===== config.mk =====
export PLATFORM = sky130hd
export DESIGN_NAME = pkt_act_exec
export DESIGN_NICKNAME = d
export VERILOG_FILES = /design/src/rtl/pkt_act_exec.sv
export SDC_FILE = /design/constraint.sdc
export NUM_CORES = 1
export LEC_CHECK = 0
export ABC_AREA = 1
export BUFFER_PORTS_ARGS = -buffer_cell sky130_fd_sc_hd__buf_4
export CAP_MARGIN = 20
export CORE_AREA = 4 4 216 218
export CTS_CLUSTER_DIAMETER = 50
export DETAILED_ROUTE_END_ITERATION = 10
export DIE_AREA = 0 0 220 222
export MAX_ROUTING_LAYER = met4
export SLEW_MARGIN = 20
export SYNTH_ARGS = -nofsm -noshare
export SYNTH_HDL_FRONTEND = slang
export SYNTH_SLANG_ARGS = --single-unit

===== constraint.sdc =====
create_clock -name clk -period 4.1 [get_ports clk]
set_clock_uncertainty 0.05 [all_clocks]
set_input_delay 0 -clock clk [delete_from_list [all_inputs] [get_ports clk]]
set_output_delay 0 -clock clk [all_outputs]
set_load 0.02 [all_outputs]

===== src/rtl/pkt_act_exec.sv =====
// pkt_act_exec: writes per-packet forwarding actions into FAST metadata and keeps egress counters.
// 1 clk latency, no backpressure (excess actions are lost, see act_ovf); `PKT_PCP_REMARK_EN adds VLAN PCP remark.
module pkt_act_exec #(
  parameter int ACT_FIFO_DEPTH = 4,
  parameter int ACT_WIDTH      = 16
) (
  input  logic                 clk,
  input  logic                 rst_n,
  input  logic [133:0]         in_pkt_data,
  input  logic                 in_pkt_data_wr,
  input  logic [ACT_WIDTH-1:0] in_act,
  input  logic                 in_act_wr,
  output logic [133:0]         out_pkt_data,
  output logic                 out_pkt_data_wr,
  output logic                 out_pkt_valid,
  output logic                 out_pkt_valid_wr,
  output logic                 act_fifo_full,
  output logic                 act_ovf,
  output logic [63:0]          esw_pktout_cnt,
  output logic [63:0]          esw_pktdrop_cnt
);

  localparam int AW = $clog2(ACT_FIFO_DEPTH);

  typedef enum logic [2:0] {IDLE, MD1, HDR, BODY, DROP} state_t;
  state_t state_q, state_d;

  logic [ACT_WIDTH-1:0] fifo_mem [ACT_FIFO_DEPTH];
  logic [AW-1:0]        wr_ptr, rd_ptr;
  logic [AW:0]          fifo_cnt, fifo_cnt_d;

  logic                 is_head, is_tail, fifo_empty;
  logic                 use_bypass, fifo_pop, fifo_push, act_avail, act_lost;
  logic [ACT_WIDTH-1:0] act_sel;
  logic                 unused_act;

  logic [133:0] data_d;
  logic         data_wr_d, valid_d, valid_wr_d, out_inc, drop_inc;

  assign is_head    = in_pkt_data_wr && (in_pkt_data[133:132] == 2'b01);
  assign is_tail    = in_pkt_data_wr && (in_pkt_data[133:132] == 2'b10);
  assign fifo_empty = (fifo_cnt == '0);

  // Every head consumes an action if one exists; with an empty FIFO a same-cycle action bypasses storage.
  assign use_bypass = is_head && fifo_empty && in_act_wr;
  assign fifo_pop   = is_head && !fifo_empty;
  assign act_avail  = fifo_pop || use_bypass;
  assign act_sel    = fifo_empty ? in_act : fifo_mem[rd_ptr];
  assign fifo_push  = in_act_wr && !use_bypass && (!act_fifo_full || fifo_pop);
  assign act_lost   = in_act_wr && !use_bypass && act_fifo_full && !fifo_pop;

  always_comb begin
    fifo_cnt_d = fifo_cnt;
    if (fifo_push && !fifo_pop)
      fifo_cnt_d = fifo_cnt + 1'b1;
    else if (!fifo_push && fifo_pop)
      fifo_cnt_d = fifo_cnt - 1'b1;
  end

  always_ff @(posedge clk) begin
    if (fifo_push)
      fifo_mem[wr_ptr] <= in_act;
  end

  always_ff @(posedge clk or negedge rst_n) begin
    if (!rst_n) begin
      wr_ptr        <= '0;
      rd_ptr        <= '0;
      fifo_cnt      <= '0;
      act_fifo_full <= 1'b0;
      act_ovf       <= 1'b0;
    end else begin
      if (fifo_push) wr_ptr <= wr_ptr + 1'b1;
      if (fifo_pop)  rd_ptr <= rd_ptr + 1'b1;
      fifo_cnt      <= fifo_cnt_d;
      act_fifo_full <= (fifo_cnt_d == (AW+1)'(ACT_FIFO_DEPTH));
      if (act_lost) act_ovf <= 1'b1;
    end
  end

`ifdef PKT_PCP_REMARK_EN
  logic [2:0] pcp_q, pcp_d;

  always_ff @(posedge clk or negedge rst_n) begin
    if (!rst_n) pcp_q <= '0;
    else        pcp_q <= pcp_d;
  end

  assign unused_act = ^act_sel[8:6];
`else
  assign unused_act = ^{act_sel[14:12], act_sel[8:6]};
`endif

  always_comb begin
    state_d    = state_q;
    data_d     = '0;
    data_wr_d  = 1'b0;
    valid_d    = 1'b0;
    valid_wr_d = 1'b0;
    out_inc    = 1'b0;
    drop_inc   = 1'b0;
`ifdef PKT_PCP_REMARK_EN
    pcp_d      = pcp_q;
`endif
    if (is_head) begin
      // A head inside a packet closes the truncated one as bad, then starts afresh.
      if (state_q inside {MD1, HDR, BODY}) begin
        valid_wr_d = 1'b1;
        drop_inc   = 1'b1;
      end else if (state_q == DROP) begin
        drop_inc   = 1'b1;
      end
      if (act_avail && !act_sel[15]) begin
        data_wr_d        = 1'b1;
        data_d           = in_pkt_data;
        data_d[109:104]  = act_sel[5:0];
        data_d[103:101]  = act_sel[11:9];
        state_d          = MD1;
`ifdef PKT_PCP_REMARK_EN
        pcp_d            = act_sel[14:12];
`endif
      end else begin
        state_d = DROP;
      end
    end else if (in_pkt_data_wr) begin
      case (state_q)
        MD1, HDR, BODY: begin
          data_wr_d = 1'b1;
          data_d    = in_pkt_data;
`ifdef PKT_PCP_REMARK_EN
          if (state_q == HDR && in_pkt_data[31:16] == 16'h8100)
            data_d[15:13] = pcp_q;
`endif
          if (is_tail) begin
            valid_wr_d = 1'b1;
            valid_d    = 1'b1;
            out_inc    = 1'b1;
            state_d    = IDLE;
          end else if (state_q == MD1) begin
            state_d = HDR;
          end else begin
            state_d = BODY;
          end
        end
        DROP: begin
          if (is_tail) begin
            drop_inc = 1'b1;
            state_d  = IDLE;
          end
        end
        default: ;
      endcase
    end
  end

  always_ff @(posedge clk or negedge rst_n) begin
    if (!rst_n) begin
      state_q          <= IDLE;
      out_pkt_data     <= '0;
      out_pkt_data_wr  <= 1'b0;
      out_pkt_valid    <= 1'b0;
      out_pkt_valid_wr <= 1'b0;
      esw_pktout_cnt   <= '0;
      esw_pktdrop_cnt  <= '0;
    end else begin
      state_q          <= state_d;
      out_pkt_data     <= data_d;
      out_pkt_data_wr  <= data_wr_d;
      out_pkt_valid    <= valid_d;
      out_pkt_valid_wr <= valid_wr_d;
      if (out_inc)  esw_pktout_cnt  <= esw_pktout_cnt + 64'd1;
      if (drop_inc) esw_pktdrop_cnt <= esw_pktdrop_cnt + 64'd1;
    end
  end

endmodule

==> metrics.txt, run 1 <==
Switching Power 3.458 mW; Primary FF master, synth dfrtp_1; worst hold slack -6.812 ps; Final TNS setup 0 ps; cell accounting for the most synthesized area dfrtp_1; dpl cell area about 19000 um^2; final worst setup slack roughly 1100 ps; Synth Area in Compound Gates 1.856%; Worst-Skew Late Latency about 560 ps; #FFs+latches synth 317; main area contributors after synthesis dfrtp_1 46%, nand2_1 14%, nor2_1 9.4%; DR WL/cell 16.69 um; DPL Wire Length around 38000 um; total CTS buffers 46; Final min period 2955 ps; CP bufs+invs 3; share of layout cells above drive strength 1 around 22%; top-area cell type share of the netlist area 46.11%; clock network fraction of total power 38.3%; worst hold path class in2async; pre-CTS setup slack 1136 ps; Syn Area/Cell 8.139 um^2; Req. time, crit path 4470 ps; critical path class reg2reg; Async S/R FF share, synth between 80% and 90%; full die area between 40000 and 50000 um^2; CTS Sinks 317; nature of the critical path endpoint flop; Mapped Nets 2010; vias in the first global route 14760; vias per cell roughly 4.6; largest net degree at the start of global routing ~110; Vias 14220; post-synthesis simple-gate area fraction 30.92%; Chip Height 222 um; mux cell area share after synthesis 0%; CP max stage cell nor2_1; first-pass GRT wire length 80560 um; FP Rows 78; CP Max Fanout 53; leak pwr 11.07 nW; Buffers on Ports approximately 410; P&R area growth vs syn 47.13%; failing checks hold timing; register area share after synthesis a little over half; Die W 220 um; Max Cap Violations 0; Crit path largest cell delay 560 ps; largest family of logic cells by synthesized area simple AND/OR/NAND/NOR gates; Seq pwr share 37.1%; Hold Vio Cnt, Final 1; final setup vio count 0; status finished, violations left; clock root cell clkbuf_16; CTS tree done; GR Overflow Total 0; drt drc 0; combinational power share 24.5%; most numerous cell in the Yosys netlist nand2_1; CTS Hold Bufs between 150 and 200; area of the core between 40000 and 50000 um^2; period utilization 72.08%; initial core utilization 33.49%; final RePlAce weighted congestion between 0.9 and 1; Synth Area in Adders 0.7491%; top cell family by delay on the critical path simple AND/OR/NAND/NOR gates; Worst Tran Pin Value a little over 1000 ps; drt pass-1 iters 5; Ports 421; CTS max path bufs 3; EDFF count, synth 40; Switching Share 31.72%; Worst Path Arrival roughly 3300 ps; unrepaired setup endpoints after global routing no; Yosys cell types 41; max-slew violations 0; fmax 338.4 MHz; XOR/XNOR Fraction of Synth Area 4.719%; Syn. warnings 0; remaining antenna violation count 0; commonest cells in the netlist 545 x nand2_1, 375 x nor2_1, 277 x dfrtp_1, 256 x inv_1, 65 x nand3_1; Clock transition at path regs 60 ps; setup repair bufs after CTS 0; gr usage total ~21%; Int Pwr 7.442 mW; total wire length 51590 um; Rel. slew slack 31.91%; Post-Synthesis Cells 1847; VDD IR-drop max ~0.32 mV; crit path cell chain inv_1 > ha_1 > inv_1 > nor2_1 > nor2_4 > o211ai_1 > nand2_1 > nor2_4 > buf_4 > nor2_1; PostCTS Resize Cnt 0; CTS H-Tree Depth 2; Detailed Route Iter0 Violations 930; pwr dens 492.8 nW/um^2; synthesized area 15030 um^2; initial antenna violation count 2; post-route cell area 22120 um^2; crit start category flop; Final Net Count 2617
-- worst register-to-register path, stage by stage, from the launching register on --
cell and delay [ps]:
dfrtp_1 390, inv_1 110, ha_1 170, inv_1 40, nor2_1 560, nor2_4 120, o211ai_1 130, nand2_1 290
nor2_4 320, buf_4 510, nor2_1 140
-- kinds of logic (layout without fill, tap and decap cells) --
family / Yosys count / count (layout)
and+or+nand+nor: 1096 / 1096
DFF: 317 / 317
adders and majority gates: 9 / 9
AOI/OAI and AO/OA: 53 / 53
buffers and inverters: 291 / 934
other: 0 / 2
xor gates and xnor gates: 81 / 81
-- layout make-up --
type,instances,area [um^2]
Antenna cell,2,5.005
Clock buffer,66,1380
Clock inverter,18,250.2
Fill cell,4150,22770
Inverter,262,983.4
Multi-Input combinational cell,1239,5754
Sequential cell,317,8133
Tap cell,600,750.7
Timing Repair Buffer,588,4862
-- metal layers --
metal / up-vias / part of all wire [%] / wire length [um] / track usage (%)
met1: 6698 / 40 / 20530 / 25.87
met3: 122 / 7.3 / 3753 / 4.262
li1: 6864 / - / - / -
met5: - / 0 / 0 / -
met2: 536 / 49 / 25240 / 35.14
met4: 0 / 4.0 / 2071 / 8.630
-- final timing paths --
check	start	to	slack, ps	cells past startpoint
worst max-delay path	fifo_cnt[0]$_DFF_PN0_	out_pkt_data[21]$_DFF_PN0_	1140	10
worst min-delay path	rst_n	out_pkt_data[8]$_DFF_PN0_	-7	2
worst max register to register	fifo_cnt[0]$_DFF_PN0_	out_pkt_data[21]$_DFF_PN0_	1140	10
worst min register to register	esw_pktdrop_cnt[30]$_DFFE_PN0P_	esw_pktdrop_cnt[30]$_DFFE_PN0P_	480	1
max in group asynchronous	rst_n	out_pkt_data[113]$_DFF_PN0_	2840	3
min in group clk	in_act[10]	fifo_mem[2][10]$_DFFE_PP_	140	2
-- per-stage QoR --
stage / total power, mW / hold slack (ps) / cells / util [%]
4_1_cts: 10.97 / 16.01 / 3090 / 49.26
3_5_place_dp: 6.585 / 45.44 / 2840 / 41.93
3_3_place_gp: 6.526 / 41.11 / 2840 / 41.93
5_1_grt: 11.41 / 72.60 / 3092 / 49.27
6_report: 10.90 / -6.812 / 3092 / 49.27
2_1_floorplan: 5.405 / -345.6 / 1847 / -
-- sequential cells by signal, indices dropped and copies added (netlist names) --
| name | count |
|---|---|
| out_pkt_data_wr | 1 |
| fifo_cnt | 3 |
| out_pkt_valid_wr | 1 |
| esw_pktdrop_cnt | 64 |
| out_pkt_valid | 1 |
| act_ovf | 1 |
| wr_ptr | 2 |
| out_pkt_data | 134 |
| rd_ptr | 2 |
| fifo_mem | 40 |
| act_fifo_full | 1 |
| esw_pktout_cnt | 64 |
| state_q | 3 |
-- placed cells by master, fill, tap and decap left out, types with 2 or more instances in the layout --
cell type / netlist / layout
nand2_1: 545 / 545
buf_4: 8 / 419
nor2_1: 375 / 375
dfrtp_1: 277 / 277
inv_1: 256 / 256
dlygate4sd3_1: 0 / 166
nand3_1: 65 / 65
clkbuf_16: 0 / 49
xor2_1: 42 / 42
edfxtp_1: 40 / 40
o21ai_0: 39 / 39
xnor2_1: 39 / 39
nand4_1: 30 / 30
nor3_1: 15 / 15
nor2_4: 12 / 13
nand3b_1: 13 / 13
nand2_2: 10 / 10
nor2_2: 10 / 9
ha_1: 9 / 9
clkinv_2: 0 / 9
clkbuf_8: 0 / 9
clkbuf_1: 7 / 8
bufinv_16: 0 / 6
inv_2: 5 / 5
o21ai_1: 5 / 5
nand3_4: 3 / 3
a21oi_1: 3 / 3
nor3_2: 3 / 3
nor4_1: 3 / 3
diode_2: 0 / 2
o211ai_1: 2 / 2
nor3_4: 2 / 2
nand2_4: 2 / 2
nor2_8: 2 / 2
nand3_2: 2 / 2
buf_12: 0 / 2
-- power groups by stage --
stage	Clock (mW)	Sequential, mW	Combinational, mW
after global placement	0	4.07	2.46
after floorplan	0	4.44	0.968
after global routing	4.40	4.10	2.91
after CTS	4.26	4.04	2.68
final	4.18	4.05	2.67
after detailed placement	0	4.09	2.50
Power figures use the tool's default switching activity.
==> run 2, diff against run 1 <==
Clock period 4.1 ns to 2.7 ns, I/O delays scaled along.
==> run 2 against run 1 <==
The run now ends clean. Sequential power is 51% higher. Non-clock buffer count grew 21. Power rose by 50%. Flip-flop and latch count did not move. Clock power grew 44%. Global-route usage up 0.31 points. Combinational power up 57%. Utilization is 0.23 points higher. Worst hold slack improved by 130 ps. Die area is the same. Critical path type unchanged. Fmax rose by 15%.
==> metrics.txt, run 2 (synthesized netlist as in run 1, its figures left out) <==
status finished, final reports clean; area of the core 44890 um^2; worst hold slack 126.6 ps; Rel. slew slack 58.38%; highest-count cells in the layout ignoring fill and taps 545 x nand2_1, 435 x buf_4, 375 x nor2_1, 277 x dfrtp_1, 256 x inv_1; dpl cell area 18960 um^2; Worst R2R Start state_q[2]$_DFFE_PN0P_; vias in the first global route 14910; Final Net Count between 2000 and 3000; Max Cap Violations 0; Buffers on Ports 414; drt drc 0; Clock transition at path regs 60 ps; CTS Sinks approximately 320; Req. time, crit path 3170 ps; pwr dens 735.2 nW/um^2; critical path class reg2reg; Ports between 400 and 500; total CTS buffers 46; Power Total 16.34 mW; Final min period approximately 2600 ps; CTS H-Tree Depth 2; gr usage total 21.73%; P&R area growth vs syn 47.82%; Post-Place Cells 2857; Worst Hold Path Cells 2; Worst-Skew Late Latency approximately 580 ps; post-route cell area 22220 um^2; Vias 14420; fin cells 3112; Worst Path Arrival 3040 ps; initial antenna violation count 2; worst hold path class in2reg; initial core utilization 33.49%; final core utilization 49.50%; reg2reg end out_pkt_data[104]$_DFF_PN0_; setup repair bufs after CTS 0; max FFs per register 134; share of layout cells above drive strength 1 between 20% and 30%; Chip Height about 220 um; drt pass-1 iters 7; FP Rows 78; Worst Tran Pin Value between 600 and 700 ps; final worst setup slack approximately 130 ps; vias per cell 4.633; total wire length 52000 um; nature of the critical path endpoint flop; final setup vio count 0; crit start category flop; VDD IR-drop max 0.6649 mV; unrepaired setup endpoints after global routing no; fmax 389.7 MHz; Top reg by flops out_pkt_data; CTS tree done; CTS max path bufs 3; Detailed Route Iter0 Violations 964; leak pwr between 10 and 15 nW; pre-CTS setup slack between 400 and 500 ps; commonest non-fill, non-tap cell in the layout nand2_1; first-pass GRT wire length roughly 82000 um; Reg2Reg Setup Slack 130 ps; GR Overflow Total 0; crit path to out_pkt_data[104]$_DFF_PN0_; Top Registers out_pkt_data x134, esw_pktdrop_cnt x64, esw_pktout_cnt x64; final RePlAce weighted congestion about 0.94; max-slew violations 0; DPL Wire Length 37990 um; full die area a little under 50000 um^2; clock root cell clkbuf_16; Hold Vio Cnt, Final 0; Final TNS setup 0 ps; remaining antenna violation count 0; PostCTS Resize Cnt 0; CP Max Fanout 10; DR WL/cell 16.71 um; period utilization 95.03%; largest net degree at the start of global routing 61; Worst setup startpoint state_q[2]$_DFFE_PN0P_; Die W 220 um; R2R cell count 7
-- run 2: power by group --
part,total [mW],switching (mW),leakage (nW),internal [mW]
combinational,4.20,2.52,6.29,1.67
sequential,6.10,0.499,4.09,5.60
clock,6.04,2.32,0.746,3.72
-- run 2: layout make-up --
class | count | area [um^2]
antenna | 2 | 5.005
clock buffer | 60 | 1265
clock inverter | 23 | 279.0
fill | 4187 | 22670
inverter | 262 | 983.4
multi-input combinational | 1239 | 5754
sequential | 317 | 8133
tap | 600 | 750.7
timing repair buffer | 609 | 5052
-- run 2: worst min path at each step --
stage,start,endpoint,slack [ps]
after floorplan,rst_n,act_fifo_full$_DFF_PN0_,-350
after global placement,rst_n,out_pkt_data[103]$_DFF_PN0_,20
after detailed placement,rst_n,out_pkt_data[106]$_DFF_PN0_,20
after CTS,in_act[0],fifo_mem[0][0]$_DFFE_PP_,90
after global routing,in_act[10],fifo_mem[1][10]$_DFFE_PP_,110
final,in_act[0],fifo_mem[0][0]$_DFFE_PP_,130
-- run 2: layer usage --
metal	track usage, %	share of wire (%)
met4	8.063	3.6
met5	-	0
met1	26.03	40
met3	4.701	7.2
met2	35.97	49
-- run 2: timing repair --
action,4_1_cts,5_1_grt
hold buffers,170,0
hold endpoints to repair,423,0
endpoints found under the setup margin,0,8
-- run 2: worst max-delay path, stage by stage (launching register included) --
cell           delay (ps)
dfrtp_1               380
inv_1                 120
o21ai_1               160
nor3_4                470
nand2_1               120
dlygate4sd3_1         600
nand2_1                60
dlygate4sd3_1         540
